**src/rtl/lcd_pkg.sv**
```systemverilog
// Shared types and constants for the 8080-style ST7789 panel driver.
// Optional build macro: LCD_DROP_CNT_EN (adds a dropped-pixel counter to lcd_driver).
package lcd_pkg;

    typedef enum logic [2:0] {
        StRstLow,
        StRstWait,
        StInit,
        StInitDelay,
        StWindow,
        StIdle,
        StPixHi,
        StPixLo
    } state_e;

    localparam logic [7:0] OpSwreset = 8'h01;
    localparam logic [7:0] OpSlpout  = 8'h11;
    localparam logic [7:0] OpColmod  = 8'h3A;
    localparam logic [7:0] OpMadctl  = 8'h36;
    localparam logic [7:0] OpInvon   = 8'h21;
    localparam logic [7:0] OpDispon  = 8'h29;
    localparam logic [7:0] OpCaset   = 8'h2A;
    localparam logic [7:0] OpRaset   = 8'h2B;
    localparam logic [7:0] OpRamwr   = 8'h2C;

    localparam int unsigned PanelW = 320;
    localparam int unsigned PanelH = 240;

    localparam logic [15:0] ColEnd = 16'(PanelW - 1);
    localparam logic [15:0] RowEnd = 16'(PanelH - 1);

    localparam int unsigned InitEntries = 8;
    localparam int unsigned WinBytes    = 11;

    // One init-ROM / window-table entry: {is_data, delay, value}.
    typedef struct packed {
        logic       is_data;
        logic       delay;
        logic [7:0] value;
    } wr_entry_t;

endpackage

```
**src/rtl/lcd_byte_writer.sv**
```systemverilog
// Drives one 8080 byte write: bus held for the whole byte, WR low then high.
// done_o marks the last clock of a byte so the next one can start immediately.
module lcd_byte_writer #(
    parameter int unsigned WR_CYCLES = 2
) (
    input  logic       clk_i,
    input  logic       rst_i,
    input  logic       start_i,
    input  logic [7:0] data_i,
    input  logic       cmd_data_i,
    output logic       done_o,
    output logic       write_edge_o,
    output logic [7:0] dout_o,
    output logic       cmd_data_o
);

    localparam int unsigned WrW = (WR_CYCLES > 1) ? $clog2(WR_CYCLES) : 1;

    logic [WrW-1:0] cnt_q;
    logic           active_q;
    logic           we_q;
    logic [7:0]     dout_q;
    logic           cd_q;
    logic           phase_end;

    assign phase_end    = (cnt_q == WrW'(WR_CYCLES - 1));
    assign done_o       = active_q && we_q && phase_end;
    assign write_edge_o = we_q;
    assign dout_o       = dout_q;
    assign cmd_data_o   = cd_q;

    always_ff @(posedge clk_i) begin
        if (!rst_i) begin
            cnt_q    <= '0;
            active_q <= 1'b0;
            we_q     <= 1'b1;
            dout_q   <= 8'h00;
            cd_q     <= 1'b0;
        end else if (start_i) begin
            cnt_q    <= '0;
            active_q <= 1'b1;
            we_q     <= 1'b0;
            dout_q   <= data_i;
            cd_q     <= cmd_data_i;
        end else if (active_q) begin
            if (phase_end) begin
                cnt_q <= '0;
                if (!we_q) begin
                    we_q <= 1'b1;
                end else begin
                    active_q <= 1'b0;
                end
            end else begin
                cnt_q <= cnt_q + 1'b1;
            end
        end
    end

endmodule

```
**src/rtl/lcd_driver.sv**
```systemverilog
// Power-up, window setup and RGB565 pixel streaming for an ST7789-class 320x240 panel.
// Optional build macro: LCD_DROP_CNT_EN adds dropped_cnt, a saturating dropped-pixel count.
module lcd_driver
    import lcd_pkg::*;
#(
    parameter int unsigned RESET_CYCLES = 250000,
    parameter int unsigned DELAY_CYCLES = 3000000,
    parameter int unsigned WR_CYCLES    = 2
) (
    input  logic        clk_i,
    input  logic        rst_i,
    input  logic        pix_clk,
    input  logic [15:0] pix_data,
    input  logic        reset_cursor,
    output logic        busy,
    output logic        nreset,
    output logic        cmd_data,
    output logic        write_edge,
    output logic [7:0]  dout
`ifdef LCD_DROP_CNT_EN
    ,
    output logic [15:0] dropped_cnt
`endif
);

    localparam int unsigned MaxCycles = (RESET_CYCLES > DELAY_CYCLES) ? RESET_CYCLES : DELAY_CYCLES;
    localparam int unsigned CntW      = $clog2(MaxCycles + 1);

    function automatic wr_entry_t init_rom(input logic [2:0] idx);
        case (idx)
            3'd0:    return '{is_data: 1'b0, delay: 1'b1, value: OpSwreset};
            3'd1:    return '{is_data: 1'b0, delay: 1'b1, value: OpSlpout};
            3'd2:    return '{is_data: 1'b0, delay: 1'b0, value: OpColmod};
            3'd3:    return '{is_data: 1'b1, delay: 1'b0, value: 8'h55};
            3'd4:    return '{is_data: 1'b0, delay: 1'b0, value: OpMadctl};
            3'd5:    return '{is_data: 1'b1, delay: 1'b0, value: 8'h60};
            3'd6:    return '{is_data: 1'b0, delay: 1'b0, value: OpInvon};
            default: return '{is_data: 1'b0, delay: 1'b0, value: OpDispon};
        endcase
    endfunction

    function automatic wr_entry_t win_tab(input logic [3:0] idx);
        case (idx)
            4'd0:    return '{is_data: 1'b0, delay: 1'b0, value: OpCaset};
            4'd1:    return '{is_data: 1'b1, delay: 1'b0, value: 8'h00};
            4'd2:    return '{is_data: 1'b1, delay: 1'b0, value: 8'h00};
            4'd3:    return '{is_data: 1'b1, delay: 1'b0, value: ColEnd[15:8]};
            4'd4:    return '{is_data: 1'b1, delay: 1'b0, value: ColEnd[7:0]};
            4'd5:    return '{is_data: 1'b0, delay: 1'b0, value: OpRaset};
            4'd6:    return '{is_data: 1'b1, delay: 1'b0, value: 8'h00};
            4'd7:    return '{is_data: 1'b1, delay: 1'b0, value: 8'h00};
            4'd8:    return '{is_data: 1'b1, delay: 1'b0, value: RowEnd[15:8]};
            4'd9:    return '{is_data: 1'b1, delay: 1'b0, value: RowEnd[7:0]};
            4'd10:   return '{is_data: 1'b0, delay: 1'b0, value: OpRamwr};
            default: return '0;
        endcase
    endfunction

    state_e          state_q;
    logic [CntW-1:0] cnt_q;
    logic [2:0]      rom_idx_q;
    logic [3:0]      win_idx_q;
    logic            pending_q;
    logic            busy_q;
    logic            nreset_q;
    logic [7:0]      pix_lo_q;

    logic      wr_start;
    logic      wr_done;
    wr_entry_t wr_entry;
    wr_entry_t cur_entry;
    wr_entry_t init_next;
    logic      rst_end;
    logic      dly_end;
    logic      rom_last;
    logic      win_last;
    logic      pend_now;

    assign cur_entry = init_rom(rom_idx_q);
    assign rom_last  = (rom_idx_q == 3'(InitEntries - 1));
    assign win_last  = (win_idx_q == 4'(WinBytes));
    assign init_next = rom_last ? win_tab(4'd0) : init_rom(rom_idx_q + 3'd1);
    assign rst_end   = (cnt_q == CntW'(RESET_CYCLES - 1));
    assign dly_end   = (cnt_q == CntW'(DELAY_CYCLES - 1));
    assign pend_now  = pending_q | reset_cursor;
    assign busy      = busy_q;
    assign nreset    = nreset_q;

    // Next byte is launched on the same edge the previous one finishes, keeping bytes gapless.
    always_comb begin
        wr_start = 1'b0;
        wr_entry = '0;
        unique case (state_q)
            StRstWait: if (rst_end) begin
                wr_start = 1'b1;
                wr_entry = init_rom(3'd0);
            end
            StInit: if (wr_done && !cur_entry.delay) begin
                wr_start = 1'b1;
                wr_entry = init_next;
            end
            StInitDelay: if (dly_end) begin
                wr_start = 1'b1;
                wr_entry = init_next;
            end
            StWindow: if (wr_done && (!win_last || pend_now)) begin
                wr_start = 1'b1;
                wr_entry = win_last ? win_tab(4'd0) : win_tab(win_idx_q);
            end
            StIdle: if (reset_cursor) begin
                wr_start = 1'b1;
                wr_entry = win_tab(4'd0);
            end else if (pix_clk) begin
                wr_start = 1'b1;
                wr_entry = '{is_data: 1'b1, delay: 1'b0, value: pix_data[15:8]};
            end
            StPixHi: if (wr_done) begin
                wr_start = 1'b1;
                wr_entry = '{is_data: 1'b1, delay: 1'b0, value: pix_lo_q};
            end
            StPixLo: if (wr_done && pend_now) begin
                wr_start = 1'b1;
                wr_entry = win_tab(4'd0);
            end
            default: ;
        endcase
    end

    always_ff @(posedge clk_i) begin
        if (!rst_i) begin
            state_q   <= StRstLow;
            cnt_q     <= '0;
            rom_idx_q <= '0;
            win_idx_q <= '0;
            pending_q <= 1'b0;
            busy_q    <= 1'b1;
            nreset_q  <= 1'b0;
            pix_lo_q  <= 8'h00;
        end else begin
            unique case (state_q)
                StRstLow: if (rst_end) begin
                    cnt_q    <= '0;
                    nreset_q <= 1'b1;
                    state_q  <= StRstWait;
                end else begin
                    cnt_q <= cnt_q + 1'b1;
                end
                StRstWait: if (rst_end) begin
                    cnt_q     <= '0;
                    rom_idx_q <= '0;
                    state_q   <= StInit;
                end else begin
                    cnt_q <= cnt_q + 1'b1;
                end
                StInit: if (wr_done) begin
                    if (cur_entry.delay) begin
                        state_q <= StInitDelay;
                    end else if (rom_last) begin
                        state_q   <= StWindow;
                        win_idx_q <= 4'd1;
                    end else begin
                        rom_idx_q <= rom_idx_q + 3'd1;
                    end
                end
                StInitDelay: if (dly_end) begin
                    cnt_q <= '0;
                    if (rom_last) begin
                        state_q   <= StWindow;
                        win_idx_q <= 4'd1;
                    end else begin
                        rom_idx_q <= rom_idx_q + 3'd1;
                        state_q   <= StInit;
                    end
                end else begin
                    cnt_q <= cnt_q + 1'b1;
                end
                StWindow: if (wr_done && win_last) begin
                    pending_q <= 1'b0;
                    if (pend_now) begin
                        win_idx_q <= 4'd1;
                    end else begin
                        state_q <= StIdle;
                        busy_q  <= 1'b0;
                    end
                end else begin
                    if (wr_done) begin
                        win_idx_q <= win_idx_q + 4'd1;
                    end
                    pending_q <= pend_now;
                end
                StIdle: if (reset_cursor) begin
                    state_q   <= StWindow;
                    win_idx_q <= 4'd1;
                    pending_q <= 1'b0;
                    busy_q    <= 1'b1;
                end else if (pix_clk) begin
                    pix_lo_q <= pix_data[7:0];
                    state_q  <= StPixHi;
                    busy_q   <= 1'b1;
                end
                StPixHi: begin
                    pending_q <= pend_now;
                    if (wr_done) begin
                        state_q <= StPixLo;
                    end
                end
                StPixLo: if (wr_done) begin
                    pending_q <= 1'b0;
                    if (pend_now) begin
                        state_q   <= StWindow;
                        win_idx_q <= 4'd1;
                    end else begin
                        state_q <= StIdle;
                        busy_q  <= 1'b0;
                    end
                end else begin
                    pending_q <= pend_now;
                end
                default: state_q <= StRstLow;
            endcase
        end
    end

`ifdef LCD_DROP_CNT_EN
    logic [15:0] drop_q;
    logic        cur_acc;
    logic        pix_drop;

    assign cur_acc     = reset_cursor && (state_q inside {StIdle, StWindow, StPixHi, StPixLo});
    assign pix_drop    = pix_clk && (busy_q || reset_cursor);
    assign dropped_cnt = drop_q;

    // A cursor accept clears first; a pixel it displaces in the same cycle still counts.
    always_ff @(posedge clk_i) begin
        if (!rst_i) begin
            drop_q <= 16'h0000;
        end else if (cur_acc) begin
            drop_q <= pix_drop ? 16'h0001 : 16'h0000;
        end else if (pix_drop && (drop_q != 16'hFFFF)) begin
            drop_q <= drop_q + 16'h0001;
        end
    end
`endif

    lcd_byte_writer #(
        .WR_CYCLES(WR_CYCLES)
    ) u_writer (
        .clk_i       (clk_i),
        .rst_i       (rst_i),
        .start_i     (wr_start),
        .data_i      (wr_entry.value),
        .cmd_data_i  (wr_entry.is_data),
        .done_o      (wr_done),
        .write_edge_o(write_edge),
        .dout_o      (dout),
        .cmd_data_o  (cmd_data)
    );

endmodule

```
**config.mk**
```make
export PLATFORM = sky130hd
export DESIGN_NAME = lcd_driver
export DESIGN_NICKNAME = d
export VERILOG_FILES = /design/src/rtl/lcd_pkg.sv /design/src/rtl/lcd_byte_writer.sv /design/src/rtl/lcd_driver.sv
export SDC_FILE = /design/constraint.sdc
export NUM_CORES = 1
export LEC_CHECK = 0
export ABC_AREA = 1
export BUFFER_PORTS_ARGS = -buffer_cell sky130_fd_sc_hd__clkbuf_2
export CORE_ASPECT_RATIO = 0.7
export CORE_MARGIN = 3
export CORE_UTILIZATION = 65
export DETAILED_ROUTE_END_ITERATION = 16
export HOLD_SLACK_MARGIN = 0.15
export PLACE_DENSITY = 0.94
export SYNTH_ARGS = -nofsm -noshare
export SYNTH_HDL_FRONTEND = slang
export SYNTH_SLANG_ARGS = --single-unit
```
**constraint.sdc**
```tcl
create_clock -name clk_i -period 4.7 [get_ports clk_i]
set_input_delay 0.47 -clock clk_i [delete_from_list [all_inputs] [get_ports clk_i]]
set_output_delay 0.47 -clock clk_i [all_outputs]
set_load 0.01 [all_outputs]
```
==> results.yml, run 1 <==
synth:
  synth_top_area_share_pct: 31.26
  synth.largest_area_cell: "dfxtp_1"
  synth_edf_count: 0
  synth-seq-cells: 62
  syn_nets: 648
  synth.avg_cell_area_um2: 6.466
  synth_area_leaders: "dfxtp_1 (31%), nand2_1 (13%), nor2_1 (9.7%)"
  synth_seq_area_share_pct: 31.26
  synth_cell_types: 43
  synth_flop_cell: "dfxtp_1"
  synth_area_um2: 3970
  yosysWarningCount: 0
  synth_cells: 614
  synthArstFlopShare_pct: 0
worst_setup_path:
  critPathLaunchType: "flip-flop"
  worstPathRequired_ns: 4.94
  path_delay_family: "simple AND/OR/NAND/NOR gates"
  worstPathCellList: "nand3_1 -> inv_1 -> a21oi_1 -> o211ai_1 -> o21ai_0 -> nor2_1 -> inv_1 -> ha_1 -> nand3_1 -> nand3_1"
  path_buf_inv: 2
  max_stage_delay_ns: 0.67
  crit_slowest_cell: "dfxtp_1"
  cp-startpoint: "state_q[2]"
  critPathArrivalTime_ns: 2.78
  path_max_fanout: 13
  end_kind: "flip-flop"
  critPathKind: "flip-flop to flip-flop"
  r2r_start: "state_q[2]"
  path_common_cell: "nand3_1"
global_route:
  grt_max_degree: 30
  grt-ovfl-total: 0
  antenna_found_initial: 0
  track_usage_pct: 31.54
  grt_first_pass_wirelength_um: 17990
  grt_pass1_vias: 3889
clocking:
  cts_resized: 0
  cts_tree: "done"
  postCtsSetupBuffers: 0
  cts_num_sinks: 62
  cts_made_buffers: 9
  worstSkewPairLatency_ns: 0.36
  clockBufferDepth: 2
  cts_root_buf: "clkbuf_8"
  clk_pin_slew_ns: 0.07
  htree_levels: 3
  cts_hold_buf: 0
route:
  routed_wl_um: 10940
  ant_nets: 0
  wl_per_cell_um: 15.05
  wl_met2_um: 4635
  met1Wirelength_um: 4697
  drc_errors: 0
  first_pass_iters: 6
  vias: 4306
  wl_met3_um: 1358
  vias_per_cell: 5.923
  drtIter0Drc: 560
  highest-signal-layer: "met4"
pwr:
  power.switching_mw: 0.6594
  combPwrFrac_pct: 32.5
  pwr-share-clk_pct: 30.8
  power_mw: 1.729
  switching_share_pct: 38.14
  p_seq_share_pct: 36.7
  p_int_mw: 1.070
  vdd_drop_max_mv: 0.2320
  p_leak_nw: 2.020
  powerDensity_nw_per_um2: 394.8
worst_hold_path:
  holdCritStartpoint: "pix_data[6]"
  hold_path_class: "primary input to flip-flop"
run:
  drv_cap: 0
final_layout:
  antenna-diode-count: 0
  n_fill_cell: 456
  areaGrowthSynthToFinish_pct: 10.31
  drive_gt1_share_pct: 13.19
  nNetsFinal: 681
  final_common_cell: "nand2_1"
  seq_area_um2: 1241
  multi_input_area_um2: 2372
  final_cell_mix: "nand2_1 (138), nor2_1 (103), inv_1 (72)"
sta:
  period_share_pct: 54.03
  holdWs_ns: 0.3533
  finalSetupViolCount: 0
  post-route-min-period_ns: 2.539
  slew_viol_final: 0
  max_freq_ghz: 0.3938
  rsz0062_at_grt: "false"
  fin_tns_setup_ns: 0
  max_slew_margin_pct: 55.93
  hold_viol: 0
  skew_ns: 0.01492
  worst_slew_pin_slew_ns: 0.6610
floorplanning:
  num_rows: 23
  io_pins: 32
  core_area_um2: 5813
  die_x_um: 99.41
  start_util_pct: 68.30
  dieArea_um2: 7096
  die_h_um: 71.39
outcome:
  status: "finished, final reports clean"
placement:
  port_buffers: 31
  routabilityCongestion: 1.007
  dpl.hpwl_um: 8041
[stage by stage]
step / cell area, µm² / std cells / util [%] / setup slack, ns
detailed placement: 4164 / 711 / 71.63 / 2.265
finish: 4379 / 727 / 75.33 / 2.161
CTS: 4379 / 727 / 75.33 / 2.241
global placement: 4164 / 711 / 71.63 / 2.361
global route: 4379 / 727 / 75.33 / 1.981
floorplan: 3970 / 614 / - / 2.614
[cells in the mapped netlist, types with 2 or more instances]
| master | instances |
|---|---|
| buf_6 | 2 |
| a21oi_1 | 25 |
| nand2_2 | 5 |
| o2111ai_1 | 4 |
| nor2_2 | 6 |
| clkbuf_1 | 4 |
| buf_2 | 2 |
| nor2_4 | 6 |
| o21ai_2 | 2 |
| inv_2 | 7 |
| or2_2 | 2 |
| nor3b_1 | 2 |
| a31oi_1 | 2 |
| nor4_1 | 3 |
| xor2_1 | 7 |
| nor3_1 | 20 |
| nand2_1 | 138 |
| ha_1 | 14 |
| o21a_1 | 2 |
| o21ai_0 | 26 |
| dfxtp_1 | 62 |
| o22ai_1 | 2 |
| nor3_4 | 2 |
| nand3_2 | 5 |
| nand2_4 | 3 |
| nor2_1 | 103 |
| nand4_1 | 15 |
| nand3_1 | 51 |
| o211ai_1 | 2 |
| a22oi_1 | 4 |
| inv_1 | 72 |
| o21ai_1 | 3 |
[final timing paths]
check	to	slack, ns	cells past startpoint
min reg2reg	pix_lo_q[3]	0.46	2
max reg2reg	flip-flop	2.16	10
min	pix_lo_q[6]	0.35	3
max	flip-flop	2.16	10
[power by group through the flow]
stage,registers (mW),clock network (mW),logic [mW]
floorplan,0.629,0,0.428
global route,0.640,0.556,0.636
global placement,0.641,0,0.516
CTS,0.632,0.533,0.548
detailed placement,0.643,0,0.540
finish,0.634,0.533,0.561
[worst min-delay path: stages]
cell      delay [ns]
clkbuf_2        0.07
o21ai_0         0.07
nor2_1          0.07
[metal layers]
metal	global-route usage (%)	vias up
met5	3.497	-
met4	10.61	0
met3	9.144	44
met2	47.54	288
met1	43.25	1912
li1	-	2062
[kinds of logic (layout without fill, tap and decap cells)]
family,Yosys count,in the layout,share of synthesized area [%]
xor gates and xnor gates,7,7,1.544
buffers and inverters,89,127,8.982
AOI/OAI and AO/OA,76,76,11.09
and+or+nand+nor,366,366,42.70
adders and majority gates,14,14,4.412
DFF,62,62,31.26
[final cells by class]
class | instances | area share (%)
multi-input cells | 463 | 54.17
flip-flops and latches | 62 | 28.34
inverters | 80 | 6.886
repair buffers | 31 | 3.543
clock buffers | 12 | 3.314
well taps | 75 | 2.143
clock inverters | 4 | 1.600
Note: power is estimated with default switching activity, not from simulation.
==> inputs of run 2 (changes only) <==
Settings changed: CORE_UTILIZATION 65 to 60, PLACE_DENSITY 0.94 to 0.88.
Clock period 4.7 ns to 2.34 ns, I/O delays scaled along.
==> run 2 against run 1 <==
Maximum frequency increased by 13%; die area up 7.7%; first-iteration DRC count decreased by 9.5%; sequential power is 100% higher; largest power group unchanged; highest routed layer unchanged; final area is 5.8% higher; clock power grew 70%.
==> results.yml, run 2 (same netlist as run 1, synthesis figures left out) <==
route:
  first_pass_iters: 6
  wl_met2_um: 4761
  drc_errors: 0
  highest-signal-layer: "met4"
  drtIter0Drc: 507
  vias_per_cell: 5.832
  vias: 4421
  met1Wirelength_um: 4873
  ant_nets: 0
  wl_per_cell_um: 14.84
  routed_wl_um: 11250
  wl_met3_um: 1355
global_route:
  grt-ovfl-total: 0
  grt_pass1_vias: 4030
  grt_first_pass_wirelength_um: 18100
  grt_max_degree: 18
  track_usage_pct: 30.10
  antenna_found_initial: 0
pwr:
  p_leak_nw: 2.149
  powerDensity_nw_per_um2: 729.5
  power_mw: 3.379
  vdd_drop_max_mv: 0.5121
final_layout:
  nNetsFinal: 711
  final_cell_mix: "nand2_1 (136), nor2_1 (97), inv_1 (72)"
  antenna-diode-count: 0
  areaGrowthSynthToFinish_pct: 16.67
  final_common_cell: "nand2_1"
  n_fill_cell: 495
  drive_gt1_share_pct: 19.12
  seq_area_um2: 1254
  post-route-util_pct: 73.45
  multi_input_area_um2: 2407
clocking:
  cts_made_buffers: 9
  cts_tree: "done"
  clockBufferDepth: 2
  cts_num_sinks: 62
  worstSkewPairLatency_ns: 0.35
  cts_root_buf: "clkbuf_8"
  clk_pin_slew_ns: 0.07
  htree_levels: 3
worst_setup_path:
  critPathArrivalTime_ns: 2.48
  worstPathRequired_ns: 2.57
  critPathKind: "flip-flop to flip-flop"
  path_max_fanout: 6
  critPathLaunchType: "flip-flop"
  end_kind: "flip-flop"
sta:
  max_slew_margin_pct: 63.57
  fin_ws_ns: 0.09161
  worst_slew_pin_slew_ns: 0.5459
  fin_tns_setup_ns: 0
  post-route-min-period_ns: 2.248
  slew_viol_final: 0
  hold_viol: 0
  skew_ns: 0.006867
  holdWs_ns: 0.1582
  period_share_pct: 96.09
  max_freq_ghz: 0.4448
  finalSetupViolCount: 0
outcome:
  status: "finished, final reports clean"
floorplanning:
  dieArea_um2: 7644
  start_util_pct: 62.96
  die_x_um: 103.2
  die_h_um: 74.06
  core_area_um2: 6306
  num_rows: 24
  io_pins: 32
placement:
  port_buffers: 31
  dpl.hpwl_um: 8227
  pre_cts_ws_ns: 0.02071
  routabilityCongestion: 1.038
run:
  drv_cap: 0
worst_hold_path:
  hold_path_class: "primary input to flip-flop"
[run 2: cell count changes in the layout (fill, tap and decap cells not counted), sizes merged]
cell         previous run  this run
buf                     0        24
dlygate4sd3             0         6
clkbuf                 43        40
bufinv                  2         1
clkinv                  3         4
clkinvlp                0         1
[run 2: cell type report]
class                   count  share of cell area, %
clock inverters             5                  1.135
clock buffers               9                  2.674
well taps                  78                  2.107
inverters                  80                  6.510
repair buffers             61                  8.536
multi-input cells         463                  51.97
flip-flops and latches     62                  27.07
[run 2: repair_timing]
item / 4_1_cts / 5_1_grt
pin swaps: 0 / 2
endpoints found under the hold margin: 6 / 0
hold buffers: 6 / 0
setup endpoints to repair: 2 / 7
gates resized for setup: 1 / 21
setup buffers: 0 / 0
[run 2: final timing paths]
kind	from	end	slack (ns)	depth (start not counted)
min	pix_data[0]	pix_lo_q[0]	0.16	3
max	cnt_q[3]	flip-flop	0.09	14
min reg2reg	pix_lo_q[3]	pix_lo_q[3]	0.46	2
max reg2reg	cnt_q[3]	flip-flop	0.09	14
[run 2: metrics by stage]
step	instances	instance area (µm²)
floorplan	614	3970
global placement	738	4348
detailed placement	738	4348
CTS	758	4586
global route	758	4632
finish	758	4632
[run 2: metal layers]
metal	global-route usage (%)	vias up
met5	0	-
met3	9.278	44
met4	10.63	0
li1	-	2120
met1	41.46	1975
met2	44.71	282
[run 2: worst max-delay path, stage by stage (launching register included)]
cell and delay [ns]:
dfxtp_1 0.37, nand2_1 0.09, inv_1 0.09, nand2_1 0.11, nor2_1 0.13, nand3_1 0.15, nand2_2 0.18, nand2_4 0.09
o21ai_1 0.15, inv_1 0.08, nor2_2 0.13, inv_1 0.09, ha_1 0.23, nand3_1 0.13, nand3_1 0.09
[run 2: where the power goes]
part	switching (mW)	internal, mW	leakage, nW
logic	0.793	0.404	1.55
clock network	0.432	0.474	0.0907
registers	0.104	1.17	0.506
total	1.33	2.05	2.15
==> inputs of run 3 (changes only) <==
Settings changed: ABC_AREA 1 to unset, CORE_UTILIZATION 60 to 59, PLACE_DENSITY 0.88 to 0.87.
==> run 3 against run 2 <==
The flow now finishes with violations (negative setup slack); final cell count down 16%; maximum frequency down 7.8%; final area up 5.6%; sequential power down 17%; area after synthesis down 13%; worst setup slack worse by 0.19 ns; synthesized cell count down 28%; die area down 11%; clock-buffer cell count up 1; clock power up 3.3%; combinational power down 93%; first-iteration DRC count up 46%; largest cell class unchanged.
==> results.yml, run 3 <==
placement:
  dpl.hpwl_um: 7511
  pre_cts_ws_ns: -0.3062
  port_buffers: 31
  routabilityCongestion: 0.9713
worst_setup_path:
  path_common_cell: "nand2_2"
  crit_slowest_cell: "nor4_1"
  r2r_cells: 12
  worstPathRequired_ns: 2.60
  critPathLaunchType: "flip-flop"
  critPathKind: "flip-flop to flip-flop"
  path_buf_inv: 2
  worstPathCellList: "nand2_1 -> nor4_1 -> nand2_2 -> nand2_2 -> a21oi_2 -> o31ai_4 -> buf_6 -> and3_4 -> ha_4 -> inv_2 -> mux2i_1 -> o21ai_1"
  worstSetupPathDepth: 12
  end_kind: "flip-flop"
  path_delay_family: "simple AND/OR/NAND/NOR gates"
  critPathArrivalTime_ns: 2.70
  path_max_fanout: 3
  max_stage_delay_ns: 0.53
synth:
  synth_edf_count: 0
  yosysWarningCount: 0
  synth_area_um2: 3460
  synth.avg_cell_area_um2: 7.792
  syn_nets: 478
  synth_top_area_share_pct: 35.88
  synth-seq-cells: 62
  synth_seq_area_share_pct: 35.88
  synthArstFlopShare_pct: 0
  synth_area_leaders: "dfxtp_1 (36%), nand2_1 (7.5%), a21oi_1 (6.8%)"
  synth.largest_area_cell: "dfxtp_1"
  synth_cells: 444
  synth_flop_cell: "dfxtp_1"
  synth_cell_types: 60
  yosys.cell_count.top_type: "nand2_1"
  ys_top_cells_by_count: "nand2_1 (69), dfxtp_1 (62), a21oi_1 (47), nor2_1 (47), o21ai_0 (18)"
clocking:
  clockBufferDepth: 2
  htree_levels: 3
  cts_num_sinks: 62
  worstSkewPairLatency_ns: 0.35
  cts_made_buffers: 9
  cts_root_buf: "clkbuf_8"
  cts_tree: "done"
  clk_pin_slew_ns: 0.07
final_layout:
  nNetsFinal: 595
  drive_gt1_share_pct: 34.34
  final_cell_mix: "buf_4 (80), nand2_1 (65), dfxtp_1 (56)"
  antenna-diode-count: 0
  areaGrowthSynthToFinish_pct: 41.34
  final_common_cell: "buf_4"
outcome:
  status: "finished with violations"
  violations: "negative setup slack"
sta:
  slew_viol_final: 0
  max_slew_margin_pct: 59.59
  finalSetupViolCount: 12
  hold_viol: 0
  max_freq_ghz: 0.4103
  worst_slew_pin_slew_ns: 0.6062
  period_share_pct: 104.2
  fin_ws_ns: -0.09749
  skew_ns: 0.01159
  post-route-min-period_ns: 2.437
  rsz0062_at_grt: "true"
pwr:
  p_seq_share_pct: 50.9
  power.switching_mw: 0.4797
  switching_share_pct: 23.02
  p_leak_nw: 2.028
  combPwrFrac_pct: 4.2
  powerDensity_nw_per_um2: 426.1
  vdd_drop_max_mv: 0.4121
  p_int_mw: 1.604
  pwr-share-clk_pct: 44.9
  power_mw: 2.084
global_route:
  antenna_found_initial: 0
  grt-ovfl-total: 0
  grt_max_degree: 25
  grt_first_pass_wirelength_um: 17850
  track_usage_pct: 32.26
  grt_pass1_vias: 3608
route:
  vias_per_cell: 6.612
  vias: 4212
  first_pass_iters: 9
  wl_per_cell_um: 20.97
  drc_errors: 0
  ant_nets: 0
  drtIter0Drc: 738
  routed_wl_um: 13360
floorplanning:
  die_x_um: 97.53
  dieArea_um2: 6833
  core_area_um2: 5450
  num_rows: 22
  io_pins: 32
  die_h_um: 70.07
  start_util_pct: 63.48
worst_hold_path:
  holdPathStages: 3
  hold_path_class: "primary input to flip-flop"
run:
  drv_cap: 0
[run 3: cell types whose count changed after synthesis, sizes merged, moves of 7 or more]
cell,change
nand2,-77
and3,+10
nand2b,+7
nor3,-9
clkbuf,+11
inv,-63
nand3,-40
nor2,-68
o21ai,-13
nand4,-10
a21oi,+23
xor2,+7
[run 3: final timing paths]
| path | startpoint | endpoint | slack, ns |
|---|---|---|---|
| setup / recovery | cnt_q[4] | flip-flop | -0.1 |
| hold / removal | pix_data[14] | u_writer.dout_o[6] | 0.22 |
| setup reg to reg | cnt_q[4] | flip-flop | -0.1 |
| hold reg to reg | pix_lo_q[2] | pix_lo_q[2] | 0.46 |
[run 3: layout make-up]
| cell class | instances | area, µm² |
|---|---|---|
| multi-input cells | 346 | 2369 |
| repair buffers | 126 | 932.1 |
| flip-flops and latches | 62 | 1251 |
| clock buffers | 10 | 137.6 |
| clock inverters | 5 | 50.05 |
| inverters | 16 | 60.06 |
| well taps | 72 | 90.09 |
| fillers | 220 | 560.5 |
[run 3: logic make-up (layout without fill, tap and decap cells)]
family | count (synthesis) | count (layout) | share of synthesized area [%]
compound gates | 100 | 100 | 17.79
buf+inv | 36 | 157 | 4.159
simple gates | 203 | 203 | 29.33
mux | 9 | 9 | 2.712
xor+xnor | 20 | 20 | 5.063
fa+ha+maj | 14 | 14 | 5.063
flops | 62 | 62 | 35.88
[run 3: timing repair]
action,4_1_cts,5_1_grt
pin swaps,5,26
hold endpoints to repair,8,0
hold buffers,8,0
resized for setup,19,51
setup endpoints to repair,8,19
buffers inserted,3,11
[run 3: tightest hold or removal path, stage by stage]
cell and delay, ns:
clkbuf_2 0.07, a222oi_1 0.05, a31oi_1 0.16
[run 3: power by group through the flow]
stage	Sequential, mW	Combinational, mW	Clock (mW)
after detailed placement	1.09	0.0673	0
final	1.06	0.0875	0.935
after CTS	1.06	0.0787	0.922
after global routing	1.06	0.0921	0.970
after floorplan	1.09	0.0306	0
after global placement	1.09	0.0661	0
[run 3: per-layer routing]
metal  global-route usage, %  vias up  routed length [µm]
met4                   9.063        0                 831
met3                   10.18      110                1665
met5                       0        -                   0
met1                   43.01     1933                4862
li1                        -     1792                   -
met2                   50.42      377                6001
[run 3: stage by stage]
step	TNS (ns)	cell area [µm²]	hold slack (ns)	cells	utilization, %
detailed placement	-1.186	4212	0.4461	600	77.27
finish	-0.4868	4890	0.2210	637	89.72
global placement	-0.6058	4212	0.4431	600	77.27
global route	-1.803	4890	0.2438	637	89.72
floorplan	0	3478	0.3700	444	-
CTS	0	4571	0.1918	626	83.86
